$ cat src/rtl/aes_channel_ctrl.sv
// Round-robin scheduler of NUM_CH rx/tx FIFO pairs onto one AES core and key generator, with per-channel mode/key state.
// Request pulse to key_load/aes_start: 2 cycles; tx_full stalls ENQ (watchdog frozen), missing core handshakes abort via the watchdog.
module aes_channel_ctrl #(
    parameter int NUM_CH    = 4,
    parameter int CH_W      = $clog2(NUM_CH),
    parameter int TIMEOUT_W = 8
) (
    input  logic                clk,
    input  logic                reset,
    input  logic [NUM_CH-1:0]   ch_key_pulse,
    input  logic [NUM_CH-1:0]   ch_enc_pulse,
    input  logic [NUM_CH-1:0]   ch_dec_pulse,
    input  logic [NUM_CH-1:0]   rx_empty,
    input  logic [NUM_CH-1:0]   tx_full,
    input  logic                aes_accepted,
    input  logic                aes_done,
    output logic [NUM_CH-1:0]   rcv_deq,
    output logic [NUM_CH-1:0]   trans_enq,
    output logic                key_load,
    output logic                aes_start,
    output logic                aes_is_encrypt,
    output logic [CH_W-1:0]     cur_ch,
    output logic [4*NUM_CH-1:0] ch_status,
    output logic                busy
);

    typedef enum logic [2:0] {
        S_IDLE, S_KEY, S_START, S_WAIT_ACC, S_WAIT_DONE, S_ENQ
    } state_t;

    state_t                r_state, w_state_nxt;
    logic [1:0]            r_mode [NUM_CH];
    logic [NUM_CH-1:0]     r_key_valid;
    logic [NUM_CH-1:0]     r_tmo_err;
    logic [CH_W-1:0]       r_cur_ch;
    logic [CH_W-1:0]       r_rr_ptr;
    logic                  r_is_enc;
    logic                  r_done_seen;
    logic [TIMEOUT_W-1:0]  r_wdog;

    logic [NUM_CH-1:0]     w_elig;
    logic                  w_sel_vld;
    logic [CH_W-1:0]       w_sel_ch;
    logic [CH_W-1:0]       w_scan_idx;
    logic                  w_timeout;
    logic [TIMEOUT_W-1:0]  w_wdog_nxt;

    always_comb begin
        ch_status = '0;
        for (int c = 0; c < NUM_CH; c++) begin
            w_elig[c] = !rx_empty[c] &&
                        ((r_mode[c] == 2'b11) || ((^r_mode[c]) && r_key_valid[c]));
            ch_status[4*c +: 4] = {r_tmo_err[c], r_key_valid[c], r_mode[c]};
        end
    end

    // Scan downward so the eligible channel closest to rr_ptr is written last and wins.
    always_comb begin
        w_sel_vld  = 1'b0;
        w_sel_ch   = '0;
        w_scan_idx = '0;
        for (int i = NUM_CH - 1; i >= 0; i--) begin
            w_scan_idx = CH_W'((int'(r_rr_ptr) + i) % NUM_CH);
            if (w_elig[w_scan_idx]) begin
                w_sel_vld = 1'b1;
                w_sel_ch  = w_scan_idx;
            end
        end
    end

    always_comb begin
        w_state_nxt = r_state;
        key_load    = 1'b0;
        aes_start   = 1'b0;
        rcv_deq     = '0;
        trans_enq   = '0;
        w_timeout   = 1'b0;
        w_wdog_nxt  = r_wdog + 1'b1;
        if (!reset) begin
            case (r_state)
                S_IDLE: begin
                    if (w_sel_vld)
                        w_state_nxt = (r_mode[w_sel_ch] == 2'b11) ? S_KEY : S_START;
                end
                S_KEY: begin
                    key_load          = 1'b1;
                    rcv_deq[r_cur_ch] = 1'b1;
                    w_state_nxt       = S_IDLE;
                end
                S_START: begin
                    aes_start   = 1'b1;
                    w_state_nxt = S_WAIT_ACC;
                end
                S_WAIT_ACC: begin
                    if (aes_accepted) begin
                        rcv_deq[r_cur_ch] = 1'b1;
                        w_state_nxt       = S_WAIT_DONE;
                    end else if (&w_wdog_nxt) begin
                        w_timeout   = 1'b1;
                        w_state_nxt = S_IDLE;
                    end
                end
                S_WAIT_DONE: begin
                    if (r_done_seen || aes_done) begin
                        if (!tx_full[r_cur_ch])
                            w_state_nxt = S_ENQ;
                    end else if (&w_wdog_nxt) begin
                        w_timeout   = 1'b1;
                        w_state_nxt = S_IDLE;
                    end
                end
                S_ENQ: begin
                    trans_enq[r_cur_ch] = 1'b1;
                    w_state_nxt         = S_IDLE;
                end
                default: w_state_nxt = S_IDLE;
            endcase
        end
    end

    always_ff @(posedge clk) begin
        if (reset) begin
            r_state     <= S_IDLE;
            r_key_valid <= '0;
            r_tmo_err   <= '0;
            r_cur_ch    <= '0;
            r_rr_ptr    <= '0;
            r_is_enc    <= 1'b0;
            r_done_seen <= 1'b0;
            r_wdog      <= '0;
            for (int c = 0; c < NUM_CH; c++)
                r_mode[c] <= 2'b00;
        end else begin
            r_state <= w_state_nxt;
            if (r_state == S_IDLE && w_sel_vld) begin
                r_cur_ch <= w_sel_ch;
                r_rr_ptr <= (w_sel_ch == CH_W'(NUM_CH - 1)) ? '0 : w_sel_ch + 1'b1;
                r_is_enc <= (r_mode[w_sel_ch] == 2'b01);
            end
            if (r_state == S_START)
                r_wdog <= '0;
            else if (r_state == S_WAIT_ACC || (r_state == S_WAIT_DONE && !r_done_seen))
                r_wdog <= w_wdog_nxt;
            if (r_state == S_WAIT_DONE && aes_done)
                r_done_seen <= 1'b1;
            if (r_state == S_ENQ || w_timeout)
                r_done_seen <= 1'b0;
            if (r_state == S_KEY) begin
                r_mode[r_cur_ch]      <= 2'b00;
                r_key_valid[r_cur_ch] <= 1'b1;
            end
            if (w_timeout) begin
                r_tmo_err[r_cur_ch] <= 1'b1;
                r_mode[r_cur_ch]    <= 2'b00;
            end
            // Fresh requests override the FSM's own mode updates on the same channel.
            for (int c = 0; c < NUM_CH; c++) begin
                if (ch_key_pulse[c]) begin
                    r_mode[c]    <= 2'b11;
                    r_tmo_err[c] <= 1'b0;
                end else if (ch_dec_pulse[c]) begin
                    r_mode[c] <= 2'b10;
                end else if (ch_enc_pulse[c]) begin
                    r_mode[c] <= 2'b01;
                end
            end
        end
    end

    assign aes_is_encrypt = r_is_enc;
    assign cur_ch         = r_cur_ch;
    assign busy           = (r_state != S_IDLE) && !reset;

endmodule

$ cat config.mk
export PLATFORM = sky130hd
export DESIGN_NAME = aes_channel_ctrl
export DESIGN_NICKNAME = d
export VERILOG_FILES = /design/src/rtl/aes_channel_ctrl.sv
export SDC_FILE = /design/constraint.sdc
export NUM_CORES = 1
export LEC_CHECK = 0
export ABC_CLOCK_PERIOD_IN_PS = 3600
export BUFFER_PORTS_ARGS = -buffer_cell sky130_fd_sc_hd__buf_2
export CAP_MARGIN = 20
export CORE_AREA = 5 5 67 69
export CTS_CLUSTER_SIZE = 10
export DETAILED_ROUTE_END_ITERATION = 8
export DIE_AREA = 0 0 72 74
export HOLD_SLACK_MARGIN = 0.12
export PLACE_DENSITY = 0.86
export SYNTH_ARGS = -nofsm -noshare
export SYNTH_HDL_FRONTEND = slang
export SYNTH_SLANG_ARGS = --single-unit
export TNS_END_PERCENT = 1
$ cat constraint.sdc
create_clock -name clk -period 3.6 [get_ports clk]
set_clock_uncertainty 0.05 [all_clocks]
set_input_delay 0.36 -clock clk [delete_from_list [all_inputs] [get_ports clk]]
set_output_delay 0.36 -clock clk [all_outputs]
set_load 0.01 [all_outputs]
# After elaboration in Yosys (flattened, before gate mapping)
# Memories as Yosys holds them, arrays and structs flattened.
# Index checks and enable logic that the tools add are counted.
totals:
  ff_bits: 25
  ram_bits: 8
  inputBits: 24
  output_inout_bits: 30
  wordCells: 297
  mem_count: 1
memory_table:
  columns: ["memory", "depth", "width", "rd", "rd_clocked_by_memory_dff", "wr", "line_no", "text"]
  rows:
  - ["r_mode", 4, 2, 5, 0, 5, "32", "logic [1:0] r_mode [NUM_CH];"]
classes:
  n_addsub: 5
  n_lt_le_gt_ge: 6
  n_eq_ne: 38
  mux: 109
  bitwise: 87
  n_reduce_logical: 40
op_table:
  columns: ["operator", "n"]
  rows:
  - ["$mux 1", 72]
  - ["$eq 2x2->1 const B", 30]
  - ["$and 1x1->1", 48]
  - ["$mux 2", 19]
  - ["$not 1->1", 24]
  - ["$mux 4", 4]
  - ["$lt 2x3->1 const B", 5]
  - ["$mux 3", 5]
  - ["$logic_and 1x1->1", 13]
  - ["$or 1x1->1", 13]
  - ["$pmux 3 s4", 1]
  - ["$reduce_or 2->1", 6]
  - ["$bmux 1 s2", 5]
  - ["$add 8x1->8 const B", 1]
  - ["$or 4x4->4", 2]
  - ["$pmux 4 s2", 1]
  - ["$reduce_and 8->1", 1]
  - ["$reduce_xor 2->1", 4]
  - ["$logic_or 1x1->1", 7]
  - ["$eq 3x2->1 const B", 2]
  - ["$eq 3x3->1 const B", 2]
  - ["$logic_not 1->1", 6]
  - ["$add 2x1->2 const B", 2]
  - ["$add 2x2->2 const B", 2]
  - ["10 further kinds", 10]

# Logic depth before layout (Yosys ltp)
depth:
  depth_word: 22
  depth_mapped: 9
  depth_no_buf: 8

# Worst setup path before layout
# OpenSTA, ideal clock, no wires.
synth_path:
  path_kind: "register to register"
  startpoint: "reg r_state[0]"
  endpoint: "mem r_mode[1][0]"
  setup_ns: 0.122
  t_arrival_ns: 2.428
  required_ns: 3.428
  path_slack_ns: 1.000
  stages_incl_launch_ff: 9
  path_buffers: 1
  synth_period_minus_slack_ns: 2.600
  path_cell_list: "dfxtp_1 buf_6 or3b_4 o32a_1 a2111oi_4 nor2_2 a2111oi_4 a21boi_1 o311a_1"
synth_rtl:
  columns: ["item", "line_no", "text"]
  rows:
  - ["start: declaration", "31", "state_t r_state, w_state_nxt;"]
  - ["start signal: assignment", "134", "r_state <= w_state_nxt;"]
  - ["end: declaration", "32", null]

==> impl_metrics.tcl <==
set metrics [dict create \
    status "complete, no violations" \
    drc 0 \
    ys.flop_type "dfxtp_1" \
    final_cells 330 \
    wl_mm 4.92 \
    insertedDiodeCount 0 \
    leakage_nw 0.986 \
    synth_top_cells_by_area "dfxtp_1 (35%), nor2_1 (7.8%), a21oi_1 (5.6%)" \
    htreeDepth 2 \
    place_ws_ns 0.788 \
    synth_seq_cells 33 \
    setup_ws_ns 0.769 \
    clk_latency_ns 0.30 \
    maxCapViolCount 0 \
    syn_inst 228 \
    routed_via_density 5.69 \
    cp-startpoint "r_state[2]$_SDFFE_PP0P_" \
    synth_top_area_share 0.352 \
    ys_seq_area_frac 0.352 \
    cts_root_buffer "clkbuf_8" \
    ys_types 50 \
    cts_setup_buffers 0 \
    clock_sinks 33 \
    place.gp.congestion 0.836 \
    min_period_ns 2.83 \
    cp.required_ns 3.74 \
    vias 1878 \
    std_cell_rows 23 \
    nNetsFinal 309 \
    die_area_um2 5330 \
    coreArea_um2 3860 \
    whs_ns 0.210 \
    critPathArrivalTime_ns 2.97 \
    drtPass1Iterations 4 \
    synthesis.area_um2 1880 \
    track_usage 0.196 \
    yosysWarningCount 0 \
    cts_tree "yes" \
    rsz0062_at_grt "false" \
    finalHoldViolations 0 \
    hold_class "in2reg" \
    synth_edf_count 0 \
    max_freq_mhz 353 \
    max_slew_margin 0.521 \
    cts_resized 0 \
    layout-drive-gt1-share 0.246 \
    grt_pass1_wl_mm 8.22 \
    ant_nets 0 \
    die_w_um 72 \
    worst_slew_pin_slew_ns 0.718 \
    min_from "ch_key_pulse[3]" \
    fin_crit_sh 0.786 \
    grt_start_max_net_pins 28 \
    dpl.hpwl_mm 3.76 \
    area_growth_pct 21.2 \
    synth-async-reset-ratio 0 \
    utilization 0.590 \
    dp_cells 322 \
    drv_slew 0 \
    vdd_ir_drop_max_mv 0.247 \
    io_pins 54 \
    first_global_vias 1804 \
    cts_buffers 5 \
    tns_ns 0 \
    yosysTopAreaCell "dfxtp_1" \
    endpoint_kind "register" \
    post_drt_wl_per_cell_um 14.9 \
    cts_hold_buffers 0 \
    setup_violations 0 \
    critPathKind "reg2reg" \
    cp_max_fo 8 \
    clock_path_buffers 2 \
    path_clk_slew_ns 0.08 \
    p_per_area_nw_per_um2 397 \
    gr-total-overflow 0 \
    syn_nets 258 \
    avgSynthCellArea_um2 8.23 \
    io_buffers 53 \
    die_h_um 74 \
    antenna_found_initial 0 \
    crit_path_start_kind "register" \
    drt_iter0_drc 78 \
    rr_startpoint "r_state[2]$_SDFFE_PP0P_" \
    start_util 0.487 \
]
-- final timing paths --
check,endpoint,slack [ns],cells after the start
worst max-delay path,r_mode[1][0]$_SDFFE_PP0P_,0.77,7
worst min-delay path,r_tmo_err[3]$_SDFFE_PP0P_,0.21,2
worst max register to register,r_mode[1][0]$_SDFFE_PP0P_,0.77,7
worst min register to register,aes_is_encrypt$_SDFFE_PP0P_,0.42,2
-- flip-flops by register name, summed over array words and instances, names as in the netlist --
| register | count |
|---|---|
| r_state | 3 |
| r_wdog | 8 |
| cur_ch | 2 |
| r_done_seen | 1 |
| r_rr_ptr | 2 |
| aes_is_encrypt | 1 |
| r_tmo_err | 4 |
| r_mode | 8 |
| r_key_valid | 4 |
-- logic make-up after synthesis --
| group | share of synthesized area |
|---|---|
| flip-flops | 0.352 |
| buffers and inverters | 0.0460 |
| XOR/XNOR | 0.0373 |
| AND/OR/NAND/NOR | 0.241 |
| multiplexers | 0.0440 |
| adder cells (fa/ha/maj) | 0.0400 |
| AO/OA/AOI/OAI | 0.240 |
-- area by class of cell --
| type | instances | area [um2] |
|---|---|---|
| inverter | 11 | 41.3 |
| multi-input combinational | 175 | 1130 |
| clock buffer | 5 | 68.8 |
| timing repair buffer | 53 | 265 |
| clock inverter | 3 | 46.3 |
| sequential | 33 | 661 |
| tap | 50 | 62.6 |
| fill | 363 | 1580 |
-- routing by layer --
layer	wire length, um	part of all wire	global-route usage
met5	0	0	0
met4	115	0.023	0.0668
met3	336	0.068	0.0568
met2	2350	0.48	0.324
met1	2120	0.43	0.246
-- per-stage QoR --
stage / power (W) / instance area, um2
after CTS: 0.000908 / 2270
final: 0.000904 / 2270
after global routing: 0.000946 / 2270
after detailed placement: 0.000553 / 2160
after floorplan: 0.000504 / 1880
after global placement: 0.000549 / 2160
-- cells in the mapped netlist (2+ instances only) --
library cell	n
o21ai_0	3
nor3_1	13
a21o_1	2
dfxtp_1	33
a2111oi_4	2
xnor2_1	3
nand3b_1	2
xor2_1	5
a211oi_1	8
nor2b_1	5
ha_1	6
nand4_1	2
nand2b_1	7
or3_1	2
clkbuf_1	6
a311oi_1	3
a31oi_1	3
o22ai_1	2
mux2i_1	6
o31a_1	3
or3b_2	2
a21oi_1	21
nand3_1	5
inv_1	11
nor2_1	39
nand2_1	10
-- layout by cell type, fill, tap and decap left out, drive strengths merged, types with 3 or more instances in the layout --
cell / instances
buf: 53
a31oi: 3
a21oi: 21
xor2: 5
nor3: 13
o31a: 3
o21ai: 4
a311oi: 3
nor2b: 5
a211oi: 8
a2111oi: 3
xnor2: 3
clkbuf: 5
or3b: 3
nand3: 5
inv: 11
dfxtp: 33
mux2i: 6
nor2: 40
nand2b: 7
nand2: 10
ha: 6
-- worst max-delay path, stage by stage, from the launching register on --
cell and delay (ns):
dfxtp_1 0.42, or3b_4 0.42, o32a_1 0.33, a2111oi_4 0.52, nor2_2 0.09, a2111oi_4 0.47, a21boi_1 0.14, o311a_1 0.30
-- where the power goes --
part | internal, W | switching (W)
Combinational | 0.0000589 | 0.0000794
Sequential | 0.000381 | 0.0000266
Clock | 0.000207 | 0.000151
Total | 0.000647 | 0.000257
Note: power is estimated with default switching activity, not from simulation.
